--- src/rtl/rram_fifo_sf.sv ---
// Synchronous show-ahead FIFO for the RRAM controller queues: active-low push/pop
// strobes, registered occupancy flags, sticky overflow/underflow error.
module rram_fifo_sf #(
    parameter int WIDTH    = 20,
    parameter int DEPTH    = 8,
    parameter int AE_LEVEL = 1,
    parameter int AF_LEVEL = 1,
    localparam int CW = $clog2(DEPTH + 1),
    localparam int PW = (DEPTH > 1) ? $clog2(DEPTH) : 1
) (
    input  logic             CLK,
    input  logic             reset,
    input  logic             push_n,
    input  logic [WIDTH-1:0] din,
    input  logic             pop_n,
    output logic [WIDTH-1:0] dout,
    output logic             empty,
    output logic             almost_empty,
    output logic             full,
    output logic             almost_full,
    output logic             error,
    output logic [CW-1:0]    count
);

    logic [WIDTH-1:0] r_mem [DEPTH];
    logic [PW-1:0]    r_wr_ptr;
    logic [PW-1:0]    r_rd_ptr;
    logic [CW-1:0]    r_count;
    logic             r_empty;
    logic             r_almost_empty;
    logic             r_full;
    logic             r_almost_full;
    logic             r_error;

    logic             w_pop_ok;
    logic             w_push_ok;
    logic             w_err_evt;
    logic [CW-1:0]    w_count_nxt;
    logic [PW-1:0]    w_wr_ptr_nxt;
    logic [PW-1:0]    w_rd_ptr_nxt;
    logic             w_empty_nxt;
    logic             w_full_nxt;
    logic             w_almost_empty_nxt;
    logic             w_almost_full_nxt;

    // Accept/reject decisions, next occupancy, pointer wrap and next-state flags.
    always_comb begin
        w_pop_ok           = 1'b0;
        w_push_ok          = 1'b0;
        w_err_evt          = 1'b0;
        w_count_nxt        = r_count;
        w_wr_ptr_nxt       = r_wr_ptr;
        w_rd_ptr_nxt       = r_rd_ptr;
        w_empty_nxt        = 1'b1;
        w_full_nxt         = 1'b0;
        w_almost_empty_nxt = 1'b1;
        w_almost_full_nxt  = 1'b0;

        w_pop_ok  = ~pop_n & (r_count != {CW{1'b0}});
        // A pop in the same cycle frees the slot a push into a full FIFO needs.
        w_push_ok = ~push_n & ((r_count != CW'(DEPTH)) | w_pop_ok);
        w_err_evt = (~pop_n & ~w_pop_ok) | (~push_n & ~w_push_ok);

        case ({w_push_ok, w_pop_ok})
            2'b10:   w_count_nxt = r_count + CW'(1);
            2'b01:   w_count_nxt = r_count - CW'(1);
            default: w_count_nxt = r_count;
        endcase

        if (w_push_ok) begin
            w_wr_ptr_nxt = (r_wr_ptr == PW'(DEPTH - 1)) ? {PW{1'b0}} : r_wr_ptr + PW'(1);
        end else begin
            w_wr_ptr_nxt = r_wr_ptr;
        end

        if (w_pop_ok) begin
            w_rd_ptr_nxt = (r_rd_ptr == PW'(DEPTH - 1)) ? {PW{1'b0}} : r_rd_ptr + PW'(1);
        end else begin
            w_rd_ptr_nxt = r_rd_ptr;
        end

        w_empty_nxt        = (w_count_nxt == {CW{1'b0}});
        w_full_nxt         = (w_count_nxt == CW'(DEPTH));
        w_almost_empty_nxt = (int'(w_count_nxt) <= AE_LEVEL);
        w_almost_full_nxt  = (int'(w_count_nxt) >= (DEPTH - AF_LEVEL));
    end

    // Control state and registered flags; reset overrides any strobe.
    always_ff @(posedge CLK) begin
        if (reset) begin
            r_wr_ptr       <= {PW{1'b0}};
            r_rd_ptr       <= {PW{1'b0}};
            r_count        <= {CW{1'b0}};
            r_empty        <= 1'b1;
            r_almost_empty <= 1'b1;
            r_full         <= 1'b0;
            r_almost_full  <= 1'b0;
            r_error        <= 1'b0;
        end else begin
            r_wr_ptr       <= w_wr_ptr_nxt;
            r_rd_ptr       <= w_rd_ptr_nxt;
            r_count        <= w_count_nxt;
            r_empty        <= w_empty_nxt;
            r_almost_empty <= w_almost_empty_nxt;
            r_full         <= w_full_nxt;
            r_almost_full  <= w_almost_full_nxt;
            r_error        <= r_error | w_err_evt;
        end
    end

    // Storage write; contents survive reset, only pointers are cleared.
    always_ff @(posedge CLK) begin
        if (!reset && w_push_ok) begin
            r_mem[r_wr_ptr] <= din;
        end else begin
            r_mem[r_wr_ptr] <= r_mem[r_wr_ptr];
        end
    end

    assign dout         = r_empty ? {WIDTH{1'b0}} : r_mem[r_rd_ptr];
    assign empty        = r_empty;
    assign almost_empty = r_almost_empty;
    assign full         = r_full;
    assign almost_full  = r_almost_full;
    assign error        = r_error;
    assign count        = r_count;

endmodule

--- config.mk ---
export PLATFORM = sky130hd
export DESIGN_NAME = rram_fifo_sf
export DESIGN_NICKNAME = d
export VERILOG_FILES = /design/src/rtl/rram_fifo_sf.sv
export SDC_FILE = /design/constraint.sdc
export NUM_CORES = 1
export LEC_CHECK = 0
export ABC_AREA = 1
export ABC_CLOCK_PERIOD_IN_PS = 3600
export CAP_MARGIN = 20
export CORE_AREA = 2 2 121 123
export CTS_BUF_LIST = sky130_fd_sc_hd__clkbuf_16
export DETAILED_ROUTE_END_ITERATION = 7
export DIE_AREA = 0 0 123 125
export PLACE_DENSITY = 0.71
export SYNTH_ARGS = -nofsm -noshare
export SYNTH_HDL_FRONTEND = slang
export SYNTH_SLANG_ARGS = --single-unit
--- constraint.sdc ---
create_clock -name CLK -period 3.6 [get_ports CLK]
set_input_delay 0.72 -clock CLK [delete_from_list [all_inputs] [get_ports CLK]]
set_output_delay 0.72 -clock CLK [all_outputs]
set_load 0.01 [all_outputs]
# After elaboration in Yosys (flattened, before gate mapping)
# Memories as Yosys holds them, arrays and structs flattened. A register that Yosys moved wholly into a read port is not among the register bits.
# Cells that the tools add are included.
# word_totals
regBits	15
mem_bits_rw	160
input_bits	24
output_inout_bits	29
wordCells	49
memories	1
# memory_table
memory	depth	word_bits	read_ports	rd_clocked_by_memory_dff	wr	line_no	rtl
r_mem	8	20	1	1	1	25	logic [WIDTH-1:0] r_mem [DEPTH];
# op_classes
add_sub_neg	4
order_cmp	2
n_eq_ne	7
n_mux	10
n_bitwise	12
reduce_logical	5
# op_table
operator	count
20-bit two-way mux	2
3-bit two-way mux	4
4-bit one-hot mux with 2 select lines	1
3-bit by 1-bit adder with 3-bit output (second input constant)	2
3-bit == test (second input constant)	2
4-bit by 1-bit adder with 4-bit output (second input constant)	1
1-bit AND	4
4-bit == test (second input constant)	1
4-bit by 3-bit greater-or-equal comparator with 1-bit output (second input constant)	1
4-bit by 1-bit less-or-equal comparator with 1-bit output (second input constant)	1
4-bit logical NOT	1
4-bit inequality test (second input constant)	1
1-bit NOT	4
1-bit OR	4
4-bit nonzero test	1
4-bit by 1-bit subtractor with 4-bit output (second input constant)	1
1-bit two-way mux	3
2-bit by 1-bit == test with 1-bit output (second input constant)	1
2-bit == test (second input constant)	1
2-bit AND reduction	1
1-bit logical AND	1
1-bit logical NOT	1
0-bit inequality test	1

# Longest topological paths before layout
# depth
ltp_word	8
ltp_mapped	15
mapped_depth_nobuf	15

# Least setup slack after synthesis
# No wires, ideal clock.
# synth_timing
path_type	input port to flip-flop
startpoint	in push_n
endpoint	mem r_mem[0][0], enable pin
setup_time_ns	0.397
arrival_ns	2.037
required_ns	3.203
setup_slack_ns	1.166
stages	5
n_path_buf	0
cell_sequence	inv_1 > nand2_1 > nor2_1 > nand2_1 > nor2_1
# synth_via
elab_chain_cells	6
# synth_rtl
item	line_no	rtl
from (decl)	13	input logic push_n,
1-bit NOT *	61	w_push_ok = ~push_n & ((r_count != CW'(DEPTH)) | w_pop_ok);
1-bit AND *	61	
1-bit logical AND *	113	if (!reset && w_push_ok) begin
1-bit two-way mux, on equally long branches	113, 116	
1-bit two-way mux (not written as such) / 2-bit AND reduction (equally long branches)	--	
1-bit OR (no line) *	--	
to (decl)	25	
# Every way passes the cells marked *; elsewhere a longest branch is shown, timed or not.

==> impl_metrics.csv <==
group,metric,value,unit
run_status,status,"completed",
place,post-dp-hpwl,9440,um
global_route,grt_overflow,0,
cells_and_area,drive_gt1_share,10.9,%
global_route,antenna_found_initial,1,
routing,drt_iter0_markers,490,
cts,clk_pin_slew,0.06,ns
floorplanning,floorplan.initialDensity,50.1,%
logic_synthesis,synth.top_cell.area_share,67.5,%
cells_and_area,nets,659,
logic_synthesis,synthTopCellsByArea,"edfxtp_1, nor2_1, dfxtp_1",
cts,cts_tree,"yes",
cts,cts_buffer_depth,2,
logic_synthesis,synthesis.area,0.00712,sq mm
critical_path,critPathMostFrequentCell,"nor2_1",
routing,drcViolationCount,0,
cells_and_area,fillerInstances,1086,
power_and_ir_drop,internal_power,3.89,mW
cts,cts_buffers,17,
critical_path,crit_chain,"inv_2 > buf_12 > nor2_1 > o32ai_1 > o21ai_0 > nor2_1 > clkdlybuf4s50_1",
logic_synthesis,ys_seq_elements,178,
power_and_ir_drop,swShare,29.2,%
timing,tightest_slew,0.765,ns
power_and_ir_drop,p_comb_share,24.0,%
critical_path,cp_slowest_cell,"clkdlybuf4s50_1",
timing,finalHoldViolCount,0,
routing,wire_per_inst,18.6,um
cts,cts.sinks,178,
logic_synthesis,syn_avg_cell_area,12.5,sq um
timing,rsz0062_at_grt,"no",
place,place_inst,793,
logic_synthesis,syn_nets,603,
power_and_ir_drop,p_switching,1.60,mW
logic_synthesis,netlist_instances,572,
cells_and_area,final_common_cell,"nor2_1",
place,post_dp_cell_area,0.00792,sq mm
critical_path,critPathMaxFanout,70,
place,port_buffers,52,
cts,cts_setup_buffers,0,
power_and_ir_drop,power_frac_seq,44.7,%
logic_synthesis,ys_seq_area_share,72.5,%
cells_and_area,stdcell_area,0.00847,sq mm
power_and_ir_drop,p_clk_share,31.3,%
floorplanning,core,0.0142,sq mm
global_route,track_usage,21.3,%
timing,finalMaxSlewViolations,0,
floorplanning,die_h,125,um
power_and_ir_drop,ir_worst_vdd,0.368,mV
routing,dr.pass1.iters,5,
floorplanning,die_area,0.0154,sq mm
critical_path,worst-path-buf-inv,3,
routing,routed_wl,15300,um
timing,fin_worst_skew,0.00666,ns
timing,fmax,295,MHz
timing,slew_headroom,49.0,%
critical_path,endpoint_kind,"output port",
floorplanning,rows,44,
min_path,hold_path_class,"reg2reg",
logic_synthesis,ys_warn_count,0,
timing,fin_setup_tns,0,ns
routing,vias,4679,
flow_run,drv_cap,0,
critical_path,arrival,2.67,ns
floorplanning,io_pins,53,
logic_synthesis,synth_largest_area_cell,"edfxtp_1",
critical_path,cpLargestDelayFamily,"buffers and inverters",
floorplanning,die_w,123,um
cells_and_area,final_cell_mix,"nor2_1, edfxtp_1, o21ai_0",
logic_synthesis,synth.distinct_cells,27,
cts,insertion_delay,0.43,ns
timing,fin_crit,3.39,ns
timing,finalCritPeriodShare,94.3,%
power_and_ir_drop,p_leak,2.92,nW
place,gp_congestion,0.779,
place,pre_cts_ws,0.536,ns
routing,ant_nets,0,
cells_and_area,instances_no_fill,826,
global_route,grt_max_degree,71,
power_and_ir_drop,power.total,5.49,mW
global_route,grt_pass1_wl,24400,um
cells_and_area,area_delta_synth_final,19.0,%
routing,vias_per_cell,5.66,
timing,setup_ws,0.207,ns
critical_path,critPathMaxStageDelay,0.59,ns
timing,finalSetupViolCount,0,
critical_path,worstSetupPathType,"reg2out",
critical_path,startpoint_type,"register",
global_route,grt_pass1_vias,4699,
cts,cts_root_buf,"clkbuf_16",
cts,cts_htree_levels,4,
power_and_ir_drop,power_density,648,mW/mm^2
critical_path,cp.required,2.88,ns
==> sequential cells by signal, indices dropped and copies added, names as in the netlist, named ones only <==
signal / flops
full: 1
r_rd_ptr: 3
count: 4
r_mem: 160
error: 1
almost_full: 1
empty: 1
almost_empty: 1
r_wr_ptr: 3
==> tightest hold or removal path: stages (launching register included) <==
cell and delay (ns):
dfxtp_1 0.32, nor2_1 0.10, nor2_1 0.05
==> logic make-up (layout without fill, tap and decap cells) <==
logic type               Yosys count  after routing  share of synthesized area [%]
AND/OR/NAND/NOR                  222            222                           13.0
flip-flops                       178            178                           72.5
AO/OA/AOI/OAI                    114            114                           10.2
buffers and inverters             50            119                           2.81
adder cells (fa/ha/maj)            7              7                           1.34
XOR/XNOR                           1              1                          0.123
other                              0              1                              0
==> Yosys cell counts (all sizes together) <==
cell / n
o22ai: 1
a21oi: 4
dfxtp: 18
edfxtp: 160
xor2: 1
buf: 9
inv: 17
ha: 6
o32ai: 40
o211a: 1
o21ai: 68
nand3: 9
nand4: 2
fa: 1
nand2: 28
nor2: 183
clkbuf: 23
clkinv: 1
==> layout make-up <==
| class | instances | area (sq um) | area share (%) |
|---|---|---|---|
| Inverter | 18 | 68.8 | 0.812 |
| Clock inverter | 15 | 125 | 1.48 |
| Clock buffer | 17 | 425 | 5.02 |
| Sequential cell | 178 | 5170 | 61.0 |
| Multi-Input combinational cell | 344 | 1780 | 21.0 |
| Tap cell | 184 | 230 | 2.72 |
| Timing Repair Buffer | 69 | 673 | 7.94 |
| Antenna cell | 1 | 2.50 | 0.0295 |
==> repair_timing <==
action,CTS,global route
gates resized for setup,0,2
hold buffers,0,0
setup endpoints to repair,0,12
==> layer usage <==
metal	vias up	track usage, %	part of all wire, %
met5	-	0	0
met4	0	9.02	1.6
met3	23	4.93	6.1
met2	164	33.9	50
met1	2318	28.2	42
li1	2174	-	-
==> through the flow <==
| step | hold WS, ns | util, % |
|---|---|---|
| 3_3_place_gp | 0.461 | 55.7 |
| 2_1_floorplan | 0.474 | - |
| 3_5_place_dp | 0.494 | 55.7 |
| 6_report | 0.503 | 59.7 |
| 4_1_cts | 0.504 | 59.6 |
| 5_1_grt | 0.559 | 59.6 |
==> power groups by stage <==
stage | Combinational (mW) | Sequential, mW | Clock, mW
after floorplan | 0.839 | 2.43 | 0
after global placement | 1.29 | 2.49 | 0
after detailed placement | 1.31 | 2.50 | 0
after CTS | 1.32 | 2.45 | 1.74
after global routing | 1.46 | 2.47 | 1.82
final | 1.32 | 2.45 | 1.72
==> worst paths after layout <==
check / endpoint / cells past startpoint / from / slack, ns
worst max register to register: r_mem[2][0]$_DFFE_PP_ / 7 / count[0]$_SDFF_PP0_ / 1.33
worst min register to register: error$_SDFF_PP0_ / 2 / error$_SDFF_PP0_ / 0.50
worst max-delay path: dout[13] / 7 / register / 0.21
worst min-delay path: error$_SDFF_PP0_ / 2 / error$_SDFF_PP0_ / 0.50
No activity file was read; power rests on OpenSTA's default activity.
